==> src/rtl/rr_arb_pkg.sv <==
// Shared types and the round-robin pick function used by the burst arbiter.
package rr_arb_pkg;

    typedef enum logic {StIdle, StBusy} state_e;

    localparam int unsigned DefaultN        = 4;
    localparam int unsigned DefaultMaxBurst = 8;
    localparam int unsigned MaxN            = 16;
    localparam int unsigned MaxIdW          = 4;

    typedef struct packed {
        logic              found;
        logic [MaxIdW-1:0] idx;
    } pick_t;

    // Scan from ptr upward modulo n; the first unmasked request wins.
    function automatic pick_t rr_pick(input logic [MaxN-1:0]   req,
                                      input logic [MaxIdW-1:0] ptr,
                                      input logic [MaxN-1:0]   mask,
                                      input int unsigned       n);
        pick_t       r;
        int unsigned s;
        r = '0;
        for (int unsigned k = 0; k < MaxN; k++) begin
            s = k + 32'(ptr);
            if (s >= n) s = s - n;
            if (k < n && !r.found && req[s] && !mask[s]) begin
                r.found = 1'b1;
                r.idx   = s[MaxIdW-1:0];
            end
        end
        return r;
    endfunction

endpackage

==> src/rtl/rr_priority_pick.sv <==
// Combinational rotating find-first: highest priority at ptr, lowest at ptr-1 mod N.
module rr_priority_pick
    import rr_arb_pkg::*;
#(
    parameter int unsigned N    = DefaultN,
    parameter int unsigned ID_W = $clog2(N)
) (
    input  logic [N-1:0]    req,
    input  logic [ID_W-1:0] ptr,
    input  logic [N-1:0]    mask,
    output logic            found,
    output logic [ID_W-1:0] idx
);

    pick_t p;

    always_comb begin
        p     = rr_pick(MaxN'(req), MaxIdW'(ptr), MaxN'(mask), N);
        found = p.found;
        idx   = ID_W'(p.idx);
    end

endmodule

==> src/rtl/rr_burst_arbiter.sv <==
// Round-robin burst arbiter: holds a grant for a burst, releases on last beat,
// burst cap or abandon, then rotates priority past the released requester.
module rr_burst_arbiter
    import rr_arb_pkg::*;
#(
    parameter int unsigned N         = DefaultN,
    parameter int unsigned MAX_BURST = DefaultMaxBurst,
    parameter int unsigned BURST_W   = 4,
    parameter int unsigned ID_W      = $clog2(N)
) (
    input  logic               clk,
    input  logic               rst,
    input  logic [N-1:0]       req,
    input  logic [N-1:0]       req_last,
    input  logic               res_ready,
    output logic [N-1:0]       grant,
    output logic               grant_valid,
    output logic [ID_W-1:0]    grant_id,
    output logic [BURST_W-1:0] beat_cnt,
    output logic               burst_done
);

    state_e             state_q, state_d;
    logic [ID_W-1:0]    ptr_q, ptr_d;
    logic [N-1:0]       grant_q, grant_d;
    logic [ID_W-1:0]    id_q, id_d;
    logic [BURST_W-1:0] cnt_q, cnt_d;
    logic               done_q, done_d;

    logic               busy, owner_req, beat, rel_abandon, release_now;
    logic [ID_W-1:0]    ptr_after, pick_ptr, pick_idx;
    logic [N-1:0]       pick_mask;
    logic               pick_found;

    always_comb begin
        busy        = (state_q == StBusy);
        owner_req   = req[id_q];
        beat        = busy && owner_req && res_ready;
        rel_abandon = busy && !owner_req;
        release_now = rel_abandon ||
                      (beat && (req_last[id_q] || cnt_q == BURST_W'(MAX_BURST - 1)));
        ptr_after   = (id_q == ID_W'(N - 1)) ? '0 : id_q + ID_W'(1);
        // While busy the pick is only consumed on release, so it always uses the rotated ptr.
        pick_ptr    = busy ? ptr_after : ptr_q;
        pick_mask   = '0;
        if (rel_abandon) pick_mask[id_q] = 1'b1;
    end

    rr_priority_pick #(
        .N    (N),
        .ID_W (ID_W)
    ) u_pick (
        .req   (req),
        .ptr   (pick_ptr),
        .mask  (pick_mask),
        .found (pick_found),
        .idx   (pick_idx)
    );

    always_comb begin
        state_d = state_q;
        ptr_d   = ptr_q;
        grant_d = grant_q;
        id_d    = id_q;
        cnt_d   = cnt_q;
        done_d  = 1'b0;
        unique case (state_q)
            StIdle: begin
                if (pick_found) begin
                    state_d          = StBusy;
                    grant_d          = '0;
                    grant_d[pick_idx] = 1'b1;
                    id_d             = pick_idx;
                    cnt_d            = '0;
                end
            end
            StBusy: begin
                if (release_now) begin
                    ptr_d  = ptr_after;
                    done_d = 1'b1;
                    cnt_d  = '0;
                    grant_d = '0;
                    if (pick_found) begin
                        grant_d[pick_idx] = 1'b1;
                        id_d              = pick_idx;
                    end else begin
                        state_d = StIdle;
                        id_d    = '0;
                    end
                end else if (beat) begin
                    cnt_d = cnt_q + BURST_W'(1);
                end
            end
            default: state_d = StIdle;
        endcase
    end

    always_ff @(posedge clk) begin
        if (rst) begin
            state_q <= StIdle;
            ptr_q   <= '0;
            grant_q <= '0;
            id_q    <= '0;
            cnt_q   <= '0;
            done_q  <= 1'b0;
        end else begin
            state_q <= state_d;
            ptr_q   <= ptr_d;
            grant_q <= grant_d;
            id_q    <= id_d;
            cnt_q   <= cnt_d;
            done_q  <= done_d;
        end
    end

    assign grant       = grant_q;
    assign grant_valid = |grant_q;
    assign grant_id    = id_q;
    assign beat_cnt    = cnt_q;
    assign burst_done  = done_q;

endmodule

==> config.mk <==
export PLATFORM = sky130hd
export DESIGN_NAME = rr_burst_arbiter
export DESIGN_NICKNAME = d
export VERILOG_FILES = /design/src/rtl/rr_arb_pkg.sv /design/src/rtl/rr_priority_pick.sv /design/src/rtl/rr_burst_arbiter.sv
export SDC_FILE = /design/constraint.sdc
export NUM_CORES = 1
export LEC_CHECK = 0
export BUFFER_PORTS_ARGS = -buffer_cell sky130_fd_sc_hd__buf_4
export CORE_MARGIN = 5
export CORE_UTILIZATION = 55
export CTS_BUF_LIST = sky130_fd_sc_hd__clkbuf_16
export CTS_CLUSTER_DIAMETER = 120
export DETAILED_ROUTE_END_ITERATION = 8
export GPL_TIMING_DRIVEN = 0
export PLACE_DENSITY = 0.79
export SYNTH_ARGS = -nofsm -noshare
export SYNTH_HDL_FRONTEND = slang
export SYNTH_SLANG_ARGS = --single-unit
export TNS_END_PERCENT = 50
==> constraint.sdc <==
create_clock -name clk -period 3.6 [get_ports clk]
set_input_delay 0 -clock clk [delete_from_list [all_inputs] [get_ports clk]]
set_output_delay 0 -clock clk [all_outputs]
set_load 0.01 [all_outputs]
=== Yosys cells after proc, flatten, opt, wreduce, memory -nomap -nowiden ===
Index checks and enable logic that the tools add are counted.

* Latch bits: 0
* Flip-flop bits (word level): 14
* Memory bits (read-only): 0
* Memories kept: 0
* RAM bits: 0
* Bits of input ports: 11

* Eq/ne operators: 5
* Bitwise gates (word level): 1
* Shift operators: 0
* Div/mod/pow operators: 0
* Reductions and logical operators: 28
* Magnitude comparators: 12
* $mul: 0
* Mux-type cells: 51
* Add/sub/neg operators: 9

{| class="wikitable"
|+ Operators by type and width
! kind !! number
|-
| $lt A32 B5 Y1 const B || 4
|-
| $mux W32 || 4
|-
| $ge A32 B3 Y1 const B || 3
|-
| $sub A32 B3 Y32 const B || 3
|-
| $bmux W1 S4 || 8
|-
| $mux W4 || 7
|-
| $mux W5 || 4
|-
| $pmux W4 S2 || 2
|-
| $mux W1 || 15
|-
| $logic_and A1 B1 Y1 || 13
|-
| $mux W2 || 5
|-
| $logic_not A1 Y1 || 8
|-
| $add A2 B2 Y3 const A || 2
|-
| $lt A2 B3 Y1 const B || 2
|-
| $reduce_and A2 Y1 || 3
|-
| $add A4 B1 Y4 const B || 1
|-
| $bmux W1 S2 || 2
|-
| $demux W1 S2 || 2
|-
| $eq A4 B3 Y1 const B || 1
|-
| $ge A2 B1 Y1 const B || 2
|-
| $ne A2 B1 Y1 const B || 2
|-
| $pmux W2 S2 || 1
|-
| $reduce_or A4 Y1 || 1
|-
| $sub A2 B3 Y4 const B || 1
|-
| 9 further kinds || 10
|}

=== Longest topological paths before layout ===
* Depth in word-level cells: 29
* Mapped depth: 12

=== Hierarchy ===
A second synthesis with hierarchy kept.

* Cells, all modules: 140
* Area total of the unflattened synthesis: 1,266.2 um^2

{| class="wikitable"
|+ By module, submodules not included
! module !! instances !! area each (um^2) !! cells an instance
|-
| rr_burst_arbiter || 1 || 874.6 || 91
|-
| rr_priority_pick || 1 || 391.6 || 49
|}

=== Least setup slack after synthesis ===
Ideal clock, no wire load.

* Path type: flip-flop to flip-flop
* Start point: register id_q[1] (netlist: grant_id[1])
* End point: register grant_q[0] (netlist: grant[0])
* Arrival time: 2,681 ps
* Stages on the path, launching flop included: 12
* Setup slack: 802 ps
* Setup time: 117 ps
* Cell sequence: dfxtp_1 > ha_1 > or3b_1 > buf_2 > nand2_1 > inv_1 > ha_1 > a221oi_2 > a2111oi_4 > and2_4 > o211a_1 > a32o_1

* Word-level cells in the longest chain between the ends: 29

{| class="wikitable"
|+ RTL lines
! element !! line !! source
|-
| from (decl) || rr_burst_arbiter.sv:26 || <nowiki>logic [ID_W-1:0] id_q, id_d;</nowiki>
|-
| from (signal assigned) || rr_burst_arbiter.sv:110 || <nowiki>id_q <= id_d;</nowiki>
|-
| parallel branches: the longest is 29 deep, another holds $sub A32 B3 Y32 || n/a ||
|-
| to (signal assigned) || rr_burst_arbiter.sv:109 || <nowiki>grant_q <= grant_d;</nowiki>
|-
| to (decl) || rr_burst_arbiter.sv:25 || <nowiki>logic [N-1:0] grant_q, grant_d;</nowiki>
|}

Several ways; the timed one is not identified. The select of a mux whose other input is x is not followed.
A chain may end at the register's enable or synchronous reset.

=== Final worst setup path ===
* Start point: register id_q[1] (netlist: grant_id[1])
* End point: register cnt_q[2] (netlist: beat_cnt[2])

* Word-level cells in the longest chain between the ends: 24

{| class="wikitable"
|+ RTL lines
! element !! line !! source
|-
| parallel branches: the longest is 24 deep, another holds $sub A32 B3 Y32 || n/a ||
|-
| to (signal assigned) || rr_burst_arbiter.sv:111 || <nowiki>cnt_q <= cnt_d;</nowiki>
|-
| to (decl) || rr_burst_arbiter.sv:27 || <nowiki>logic [BURST_W-1:0] cnt_q, cnt_d;</nowiki>
|}

Several ways; the timed one is not identified. The select of a mux whose other input is x is not followed.

==> metrics.yaml <==
start_util: 0.566
num_antenna_cells: 0
antenna_left: 0
grt_use_total: 0.183
synth-edff-count: 0
p_total_mw: 1.18
cp-end-kind: "flip-flop"
ys_ff_latch: 14
htreeDepth: 1
num_io_pins: 23
core-area_um2: 2170
cts_hold_buf: 0
port_buffers: 21
dr.first_iter.drc_count: 35
synthesis.nets: 155
cts.path.max_buffers: 2
final_area_um2: 1500
finalCritPeriodShare: 0.858
netlist_instances: 135
ys_types: 54
crit_chain: "ha_1 > or3b_1 > buf_2 > nand2_1 > inv_1 > ha_1 > a221oi_2 > a2111oi_4 > a31oi_2 > o21ai_1 > a31o_1"
clock_latency_ps: 240
grt-ovfl-total: 0
irDropWorstVdd_mv: 0.503
slowest_stage: "dfxtp_1"
globalplace.congestion: 0.752
ctsResizeCount: 0
antenna_found_initial: 0
place_area_um2: 1420
routed_wirelength_um: 2810
path_clk_slew_ps: 40
synth_most_common_cell: "dfxtp_1"
wire_per_inst_um: 14.9
maxCapViolations: 0
syn_to_final_growth_pct: 22.1
syn-cell-area_um2: 1230
yosysSeqAreaShare: 0.228
synth_top_area_frac: 0.228
drive_gt1_frac: 0.294
worstPathRequired_ps: 3730
die_width_um: 57.2
powerDensity_nw_per_um2: 790
rsz0062_at_grt: "no"
fillers: 176
wl_met1_um: 1230
dp_hpwl_um: 2200
drtPass1Iterations: 4
final_cell_count_no_fill: 188
ys_async_sr_fraction: 0
grt_start_max_net_pins: 11
fin_setup_tns_ps: 0
synthTopCellsByArea: "dfxtp_1 (23%), ha_1 (9.2%), mux2i_1 (4.1%), mux2_4 (3.7%), nand2_1 (3.4%)"
hold_end: "beat_cnt[0]"
fmax_ghz: 0.324
die_h_um: 57.2
grt_pass1_vias: 1075
fin_nets: 181
reg2reg_from: "grant_id[1]"
drc: 0
synth-main-ff-cell: "dfxtp_1"
reg2reg_to: "beat_cnt[2]"
avgSynthCellArea_um2: 9.09
dpl.cell_count: 184
hold_depth: 2
rows: 17
vias_per_cell: 6.13
dr.max_layer_used: "met4"
cts_tree: "built"
cts_root_buffer: "clkbuf_16"
clock_skew_ps: 1.62
grt_pass1_wl_um: 4730
setup_viol: 0
holdCritPathClass: "primary input to flip-flop"
vias: 1153
worst_path_most_repeated_cell: "ha_1"
r2r_cells: 11
whs_ps: 86.8
cts_setup_buffers: 0
hp-start: "rst"
reg2reg_slack_ps: 510
dieArea_um2: 3280
wl_met3_um: 174
ys_warn_count: 0
outcome: "completed"
startpoint_type: "flip-flop"
min_period_ps: 3090
cpPeakStageDelay_ps: 400
leakage_nw: 0.665
crit_arrival_ps: 3220
netlist_top_cells_count: "dfxtp_1 (14), nand2_1 (11), inv_1 (10)"
slew_violations: 0
clock_sinks: 14
worst_slew_pin_slew_ps: 630
yosysTopAreaCell: "dfxtp_1"
wl_met2_um: 1370
path_max_fanout: 9
hold_viol: 0
crit_type: "flip-flop to flip-flop"
max_slew_margin: 0.577
numCtsBuffers: 3
## power by group
part / total [mW] / switching (mW) / internal, mW
Combinational: 0.756 / 0.419 / 0.337
Sequential: 0.224 / 0.0322 / 0.192
Clock: 0.205 / 0.0589 / 0.146
Total: 1.18 / 0.510 / 0.674
## logic make-up (layout without fill, tap and decap cells)
| family | count (synthesis) | in the layout | share of synthesized area |
|---|---|---|---|
| adder cells (fa/ha/maj) | 9 | 9 | 0.0917 |
| AO/OA/AOI/OAI | 45 | 45 | 0.325 |
| buffers and inverters | 14 | 39 | 0.0520 |
| multiplexers | 12 | 12 | 0.123 |
| flip-flops | 14 | 14 | 0.228 |
| AND/OR/NAND/NOR | 41 | 41 | 0.179 |
## flip-flops by register name (all words and copies together), names as in the netlist
| name | count |
|---|---|
| beat_cnt | 4 |
| grant | 4 |
| grant_id | 2 |
| ptr_q | 2 |
| burst_done | 1 |
| busy | 1 |
## worst max path at each step
stage / start / endpoint / slack, ps
after detailed placement: grant_id[1] / grant[2] / 580
after floorplan: grant_id[1] / grant[0] / 800
after global routing: grant_id[1] / beat_cnt[2] / 360
final: grant_id[1] / beat_cnt[2] / 510
after global placement: grant_id[0] / grant[2] / 610
after CTS: grant_id[1] / beat_cnt[2] / 560
## worst max-delay path: cells and delay by family (launching register included)
kind                     cells  cell delay [ps]
flip-flops                   1              400
adder cells (fa/ha/maj)      2              660
AND/OR/NAND/NOR              2              520
buffers and inverters        2              220
AO/OA/AOI/OAI                5             1180
## cell usage in the layout, fill, tap and decap left out, types with 3 or more instances in the layout
| cell type | count |
|---|---|
| buf_4 | 21 |
| ha_1 | 9 |
| clkbuf_16 | 3 |
| dfxtp_1 | 14 |
| a32o_1 | 3 |
| nor2_1 | 7 |
| mux2i_1 | 5 |
| mux2_4 | 3 |
| o21ai_1 | 4 |
| nand2_1 | 11 |
| nor3_1 | 3 |
| a21oi_1 | 8 |
| o21a_1 | 3 |
| nand3_1 | 4 |
| inv_1 | 10 |
## metal layers
metal | up-vias | track usage
met5 | - | 0
met4 | 0 | 0.0662
met3 | 5 | 0.0543
met2 | 41 | 0.310
met1 | 544 | 0.217
li1 | 563 | -
## metrics by stage
step / setup WS, ps / util
floorplan: 802 / -
global placement: 606 / 0.655
detailed placement: 582 / 0.655
CTS: 555 / 0.691
global route: 364 / 0.691
finish: 513 / 0.691
## area by class of cell
cell class | count | area [um^2] | area share
clock inverter | 1 | 3.75 | 0.00250
sequential | 14 | 280 | 0.187
multi-input combinational | 107 | 883 | 0.589
clock buffer | 3 | 75.1 | 0.0501
timing repair buffer | 21 | 158 | 0.105
inverter | 10 | 37.5 | 0.0250
buffer | 4 | 26.3 | 0.0175
tap | 28 | 35.0 | 0.0234
(Power assumes the default switching activity.)
